**src/rtl/axi_pkg.sv**
```systemverilog
// Shared types and helpers for the single-beat AXI memory responder.
package axi_pkg;

  localparam logic [1:0] RESP_OKAY   = 2'b00;
  localparam logic [1:0] RESP_SLVERR = 2'b10;
  localparam logic [1:0] RESP_DECERR = 2'b11;

  typedef enum logic [1:0] {
    R_IDLE,
    R_ISSUE,
    R_WAIT,
    R_RESP
  } rd_state_t;

  typedef enum logic [1:0] {
    W_IDLE,
    W_DATA,
    W_RESP
  } wr_state_t;

  // WUSER carries a one-hot size mask; anything that is not one-hot means a full word.
  function automatic logic [3:0] wuser_to_size(input logic [3:0] wuser);
    case (wuser)
      4'b0001: return 4'd1;
      4'b0010: return 4'd2;
      4'b0100: return 4'd4;
      default: return 4'd8;
    endcase
  endfunction

endpackage

```
**src/rtl/axi_wstrb_gen.sv**
```systemverilog
// Turns the write size mask and byte offset into memory byte enables and lane-aligned data.
module axi_wstrb_gen
  import axi_pkg::*;
(
  input  logic [3:0]  wuser,
  input  logic [2:0]  offset,
  input  logic [63:0] wdata,
  output logic [7:0]  wstrb,
  output logic [63:0] lane_data
);

  logic [7:0] size_mask;

  // Strobes and data shift left by the byte offset; lanes pushed past byte 7 fall off the word.
  always_comb begin
    case (wuser_to_size(wuser))
      4'd1:    size_mask = 8'h01;
      4'd2:    size_mask = 8'h03;
      4'd4:    size_mask = 8'h0F;
      default: size_mask = 8'hFF;
    endcase
    wstrb     = size_mask << offset;
    lane_data = wdata << {offset, 3'b000};
  end

endmodule

```
**src/rtl/axi_mem_slave.sv**
```systemverilog
// Single-beat AXI responder in front of a single-port synchronous memory.
//
// Read FSM
//   state   | meaning
//   R_IDLE  | ARREADY high, waiting for a read request
//   R_ISSUE | issue memory read (stalls while a write owns the port); DECERR skips memory
//   R_WAIT  | count down the memory read latency, capture mem_rdata
//   R_RESP  | RVALID/RLAST high, data held until RREADY
//
// Write FSM
//   state   | meaning
//   W_IDLE  | AWREADY high, waiting for a write address
//   W_DATA  | WREADY high; memory write issued in the W handshake cycle
//   W_RESP  | BVALID high until BREADY
module axi_mem_slave
  import axi_pkg::*;
#(
  parameter int                 ADDR_W     = 32,
  parameter int                 DATA_W     = 64,
  parameter int                 RD_LATENCY = 1,
  parameter logic [ADDR_W-1:0]  MEM_BASE   = 32'h8000_0000,
  parameter logic [ADDR_W-1:0]  MEM_SIZE   = 32'h0800_0000
) (
  input  logic                ACLK,
  input  logic                ARESET,
  input  logic                ARVALID,
  output logic                ARREADY,
  input  logic [ADDR_W-1:0]   ARADDR,
  input  logic [2:0]          ARPROT,
  output logic                RVALID,
  input  logic                RREADY,
  output logic [DATA_W-1:0]   RDATA,
  output logic                RLAST,
  output logic [1:0]          RRESP,
  input  logic                AWVALID,
  output logic                AWREADY,
  input  logic [ADDR_W-1:0]   AWADDR,
  input  logic [2:0]          AWPROT,
  input  logic                WVALID,
  output logic                WREADY,
  input  logic [DATA_W-1:0]   WDATA,
  input  logic                WLAST,
  input  logic [3:0]          WUSER,
  output logic                BVALID,
  input  logic                BREADY,
  output logic [1:0]          BRESP,
  output logic                mem_en,
  output logic                mem_we,
  output logic [ADDR_W-4:0]   mem_addr,
  output logic [DATA_W-1:0]   mem_wdata,
  output logic [7:0]          mem_wstrb,
  input  logic [DATA_W-1:0]   mem_rdata
);

  localparam int              CNT_W    = $clog2(RD_LATENCY + 1);
  localparam logic [CNT_W-1:0] LAT_LOAD = CNT_W'(RD_LATENCY - 1);

  rd_state_t          rd_state_q, rd_state_d;
  wr_state_t          wr_state_q, wr_state_d;
  logic [ADDR_W-1:0]  araddr_q, araddr_d;
  logic [ADDR_W-1:0]  awaddr_q, awaddr_d;
  logic [DATA_W-1:0]  rdata_q, rdata_d;
  logic [1:0]         rresp_q, rresp_d;
  logic [1:0]         bresp_q, bresp_d;
  logic [CNT_W-1:0]   lat_cnt_q, lat_cnt_d;

  logic [ADDR_W-1:0]  ar_off, aw_off;
  logic               ar_in_range, aw_in_range;
  logic               rd_fire, wr_fire;
  logic [7:0]         gen_wstrb;
  logic [63:0]        gen_wdata;
  logic               unused_ok;

  assign ar_off      = araddr_q - MEM_BASE;
  assign aw_off      = awaddr_q - MEM_BASE;
  assign ar_in_range = (araddr_q >= MEM_BASE) && (ar_off < MEM_SIZE);
  assign aw_in_range = (awaddr_q >= MEM_BASE) && (aw_off < MEM_SIZE);
  assign unused_ok   = ^{ARPROT, AWPROT, ar_off[2:0]};

  axi_wstrb_gen u_wstrb_gen (
    .wuser     (WUSER),
    .offset    (aw_off[2:0]),
    .wdata     (WDATA),
    .wstrb     (gen_wstrb),
    .lane_data (gen_wdata)
  );

  // Write channel: address, data beat (memory write happens on the W handshake), response.
  always_comb begin
    wr_state_d = wr_state_q;
    awaddr_d   = awaddr_q;
    bresp_d    = bresp_q;
    wr_fire    = 1'b0;
    AWREADY    = 1'b0;
    WREADY     = 1'b0;
    BVALID     = 1'b0;
    case (wr_state_q)
      W_IDLE: begin
        AWREADY = 1'b1;
        if (AWVALID) begin
          awaddr_d   = AWADDR;
          wr_state_d = W_DATA;
        end
      end
      W_DATA: begin
        WREADY = 1'b1;
        if (WVALID) begin
          if (!aw_in_range) begin
            bresp_d = RESP_DECERR;
          end else if (!WLAST) begin
            bresp_d = RESP_SLVERR;
          end else begin
            bresp_d = RESP_OKAY;
            wr_fire = 1'b1;
          end
          wr_state_d = W_RESP;
        end
      end
      W_RESP: begin
        BVALID = 1'b1;
        if (BREADY) wr_state_d = W_IDLE;
      end
      default: wr_state_d = W_IDLE;
    endcase
  end

  // Read channel: a write in the same cycle takes the port, so the read issue retries.
  always_comb begin
    rd_state_d = rd_state_q;
    araddr_d   = araddr_q;
    rdata_d    = rdata_q;
    rresp_d    = rresp_q;
    lat_cnt_d  = lat_cnt_q;
    rd_fire    = 1'b0;
    ARREADY    = 1'b0;
    RVALID     = 1'b0;
    case (rd_state_q)
      R_IDLE: begin
        ARREADY = 1'b1;
        if (ARVALID) begin
          araddr_d   = ARADDR;
          rd_state_d = R_ISSUE;
        end
      end
      R_ISSUE: begin
        if (!ar_in_range) begin
          rdata_d    = '0;
          rresp_d    = RESP_DECERR;
          rd_state_d = R_RESP;
        end else if (!wr_fire) begin
          rd_fire    = 1'b1;
          lat_cnt_d  = LAT_LOAD;
          rd_state_d = R_WAIT;
        end
      end
      R_WAIT: begin
        if (lat_cnt_q == '0) begin
          rdata_d    = mem_rdata;
          rresp_d    = RESP_OKAY;
          rd_state_d = R_RESP;
        end else begin
          lat_cnt_d = lat_cnt_q - 1'b1;
        end
      end
      R_RESP: begin
        RVALID = 1'b1;
        if (RREADY) rd_state_d = R_IDLE;
      end
      default: rd_state_d = R_IDLE;
    endcase
  end

  // Memory port mux; outputs are zero whenever no access is made.
  always_comb begin
    mem_en    = wr_fire | rd_fire;
    mem_we    = wr_fire;
    mem_addr  = '0;
    mem_wdata = '0;
    mem_wstrb = '0;
    if (wr_fire) begin
      mem_addr  = aw_off[ADDR_W-1:3];
      mem_wdata = gen_wdata;
      mem_wstrb = gen_wstrb;
    end else if (rd_fire) begin
      mem_addr = ar_off[ADDR_W-1:3];
    end
  end

  assign RDATA = rdata_q;
  assign RRESP = rresp_q;
  assign RLAST = RVALID;
  assign BRESP = bresp_q;

  // State registers; reset drops any in-flight transaction.
  always_ff @(posedge ACLK) begin
    if (ARESET) begin
      rd_state_q <= R_IDLE;
      wr_state_q <= W_IDLE;
      araddr_q   <= '0;
      awaddr_q   <= '0;
      rdata_q    <= '0;
      rresp_q    <= RESP_OKAY;
      bresp_q    <= RESP_OKAY;
      lat_cnt_q  <= '0;
    end else begin
      rd_state_q <= rd_state_d;
      wr_state_q <= wr_state_d;
      araddr_q   <= araddr_d;
      awaddr_q   <= awaddr_d;
      rdata_q    <= rdata_d;
      rresp_q    <= rresp_d;
      bresp_q    <= bresp_d;
      lat_cnt_q  <= lat_cnt_d;
    end
  end

endmodule

```
**config.mk**
```make
export PLATFORM = sky130hd
export DESIGN_NAME = axi_mem_slave
export DESIGN_NICKNAME = d
export VERILOG_FILES = /design/src/rtl/axi_pkg.sv /design/src/rtl/axi_wstrb_gen.sv /design/src/rtl/axi_mem_slave.sv
export SDC_FILE = /design/constraint.sdc
export NUM_CORES = 1
export LEC_CHECK = 0
export CAP_MARGIN = 20
export CELL_PAD_IN_SITES_DETAIL_PLACEMENT = 2
export CELL_PAD_IN_SITES_GLOBAL_PLACEMENT = 2
export CORE_ASPECT_RATIO = 0.6
export CORE_UTILIZATION = 23
export DETAILED_ROUTE_END_ITERATION = 10
export GPL_TIMING_DRIVEN = 0
export PLACE_DENSITY = 0.91
export SETUP_SLACK_MARGIN = 0.4
export SLEW_MARGIN = 30
export SYNTH_ARGS = -nofsm -noshare
export SYNTH_HDL_FRONTEND = slang
export SYNTH_SLANG_ARGS = --single-unit
```
**constraint.sdc**
```tcl
create_clock -name ACLK -period 2.6 [get_ports ACLK]
set_input_delay 0.52 -clock ACLK [delete_from_list [all_inputs] [get_ports ACLK]]
set_output_delay 0.52 -clock ACLK [all_outputs]
set_load 0.05 [all_outputs]
```
==> impl_metrics.ini <==
[status]
status = finished, violations left
failed_checks = setup timing

[setup_path]
r2r-start = rd_state_q[0]
cp_max_fo = 8
cp-start-kind = input port
critPathKind = input port to primary output
endpoint_kind = primary output
cp.arrival_ns = 2.42
critPathLaunch = WUSER[2]
cp.required_ns = 2.08

[power]
report.power.total_mw = 9.251
peakVddDrop_mv = 0.5117
p_leak_nw = 5.924
p_per_area_nw_per_um2 = 622.3

[logic_synthesis]
yosys_warnings = 0
synth_seq_cells = 132
syn_avg_cell_area_um2 = 8.329
synthTopCellsByArea = dfxtp_1 37%, mux2i_1 8.0%, nand2_1 7.3%, a22oi_1 7.2%, nor2_1 6.8%
synth_edf_count = 0
netlist.area_leader.share_pct = 37.07
synthCells = 856
synth-seq-area-share_pct = 37.07
syn_area_um2 = 7129
yosysTopAreaCell = dfxtp_1
async_reset_ff_share_pct = 0
synthFlopType = dfxtp_1
synth_cell_types = 52

[sta]
worstMarginPinSlew_ns = 0.7803
clock.fmax_ghz = 0.3399
setup_viol = 93
setup_tns_ns = -13.53
skew_ns = 0.01506
rsz0062_at_grt = yes
period_share_pct = 113.1
final_max_slew_viol_count = 0
slew_headroom_pct = 47.98
fin_ws_ns = -0.3418
hold_violations = 0
fin_crit_ns = 2.942

[run]
drv_cap = 0

[floorplan]
fp.dieW_um = 229.3
core_um2 = 30230
initial_core_util_pct = 23.59
die_area_um2 = 31730
ios = 387
die_h_um = 138.4
num_rows = 49

[global_routing]
grt_use_total_pct = 30.47
grt_pass1_wl_um = 71860
antenna_found_initial = 7
globalRouteOverflowTotal = 0
grt_max_degree = 17
first_global_vias = 10570

[routing]
drtIter0Drc = 639
m1WireLength_um = 20340
vias = 9462
dr.pass1.iters = 5
drcViolationCount = 0
drtAntennaViolNets = 0
wl_met2_um = 26810
vias_per_cell = 5.398
routed_wl_um = 53760
highest_layer = met5
wl_met3_um = 3854
wl_per_cell_um = 30.67

[worst_hold_path]
hold_class = flip-flop to flip-flop
holdCritStartpoint = araddr_q[19]

[clock_network]
cts_num_sinks = 132
clk-insertion-delay-late_ns = 0.45
numCtsBuffers = 17
cts_buffer_depth = 2
tritoncts = yes
clockRootBuffer = clkbuf_16
cts_max_level = 4
clk_pin_slew_worst_paths_ns = 0.07
hold_buffers = 0

[placed_design]
place_area_um2 = 11890
numPortBuffers = 371
gp_routability_congestion = 0.8715
hpwl_um = 31550

[layout]
syn_to_final_growth_pct = 108.5
seqCellArea_um2 = 2650
multi_input_area_um2 = 5130
drive_gt1_share_pct = 33.68
nNetsFinal = 1540
n_fill_cell = 3000
design_area_um2 = 14870
sequential cells by signal (all words and copies together) (netlist names):
register and count:
RDATA 64, awaddr_q 32, araddr_q 29, BRESP 2, rd_state_q 2, wr_state_q 2
RRESP 1
worst max-delay path, cell delays in order:
cell             delay (ns)
clkdlybuf4s50_1        0.74
nor4b_2                0.47
and2_1                 0.23
o21bai_1               0.11
a21oi_4                0.18
buf_8                  0.17
per-layer routing:
layer  GRT usage, %  vias up
li1               -     3970
met1          35.05     4804
met2          53.43      523
met3          8.271      163
met4          12.28        2
met5              0        -
cell usage in the layout (no fill, tap or decap), types with 27 or more instances in the layout:
cell and instances:
a21oi_1 67, a22oi_1 64, buf_4 46, buf_6 44, buf_8 85, clkbuf_1 27, clkdlybuf4s50_1 239, dfxtp_1 128
mux2i_1 29, nand2_1 135, nor2_1 83, nor2_4 48
synth_stat cells (all sizes together) (2+ instances only):
library cell and n:
inv 9, a211o 4, o211ai 8, and2 15, nand2b 10, nor2 131
dfxtp 132, a31oi 3, nor2b 8, nand2 139, o21ai 12, nand3 4
o2bb2ai 4, a22o 25, mux2 7, a211oi 6, a2bb2oi 3, mux2i 57
clkbuf 34, nor4 2, mux4 20, nor3b 2, a22oi 68, ha 4
buf 51, nor3 4, a21oi 78
final timing paths:
check	end	slack, ns	cells past startpoint
min reg2reg	araddr_q[19]	0.47	2
max reg2reg	araddr_q[5]	0.46	7
min	araddr_q[19]	0.47	2
max	mem_wstrb[5]	-0.34	6
report_power, final:
group          switching (mW)  total (mW)  internal [mW]
registers               0.233        2.56           2.32
clock network            1.20        2.58           1.39
logic                    2.64        4.11           1.48
total                    4.07        9.25           5.18
metrics by stage:
step / setup slack, ns / hold WS [ns] / util (%) / cells
after floorplan: -0.03151 / 0.4306 / - / 860
after global placement: -1.403 / 0.4422 / 39.33 / 1639
after detailed placement: -1.439 / 0.4525 / 39.33 / 1639
after CTS: -0.2537 / 0.4628 / 47.15 / 1725
after global routing: -0.3156 / 0.4957 / 49.18 / 1753
final: -0.3418 / 0.4694 / 49.18 / 1753
logic make-up after synthesis:
group	share of synthesized area (%)
AO/OA/AOI/OAI	20.81
XOR/XNOR	0.1229
adder cells (fa/ha/maj)	0.7020
buffers and inverters	6.493
flip-flops	37.07
multiplexers	15.43
other	0.05260
AND/OR/NAND/NOR	19.32
final cells by class:
cell class | count | share of cell area, %
multi-input cells | 635 | 34.51
repair buffers | 446 | 34.47
flip-flops and latches | 132 | 17.83
plain buffers | 85 | 5.286
well taps | 408 | 3.434
clock buffers | 17 | 2.862
clock inverters | 15 | 1.237
inverters | 9 | 0.2778
diodes | 6 | 0.1010
timing repair:
action / 4_1_cts / 5_1_grt
setup endpoints to repair: 115 / 130
setup buffers: 43 / 21
gates cloned: 11 / 1
hold endpoints to repair: 0 / 0
pin swaps: 28 / 22
gates resized for setup: 942 / 101
No activity file was read; power rests on OpenSTA's default activity.
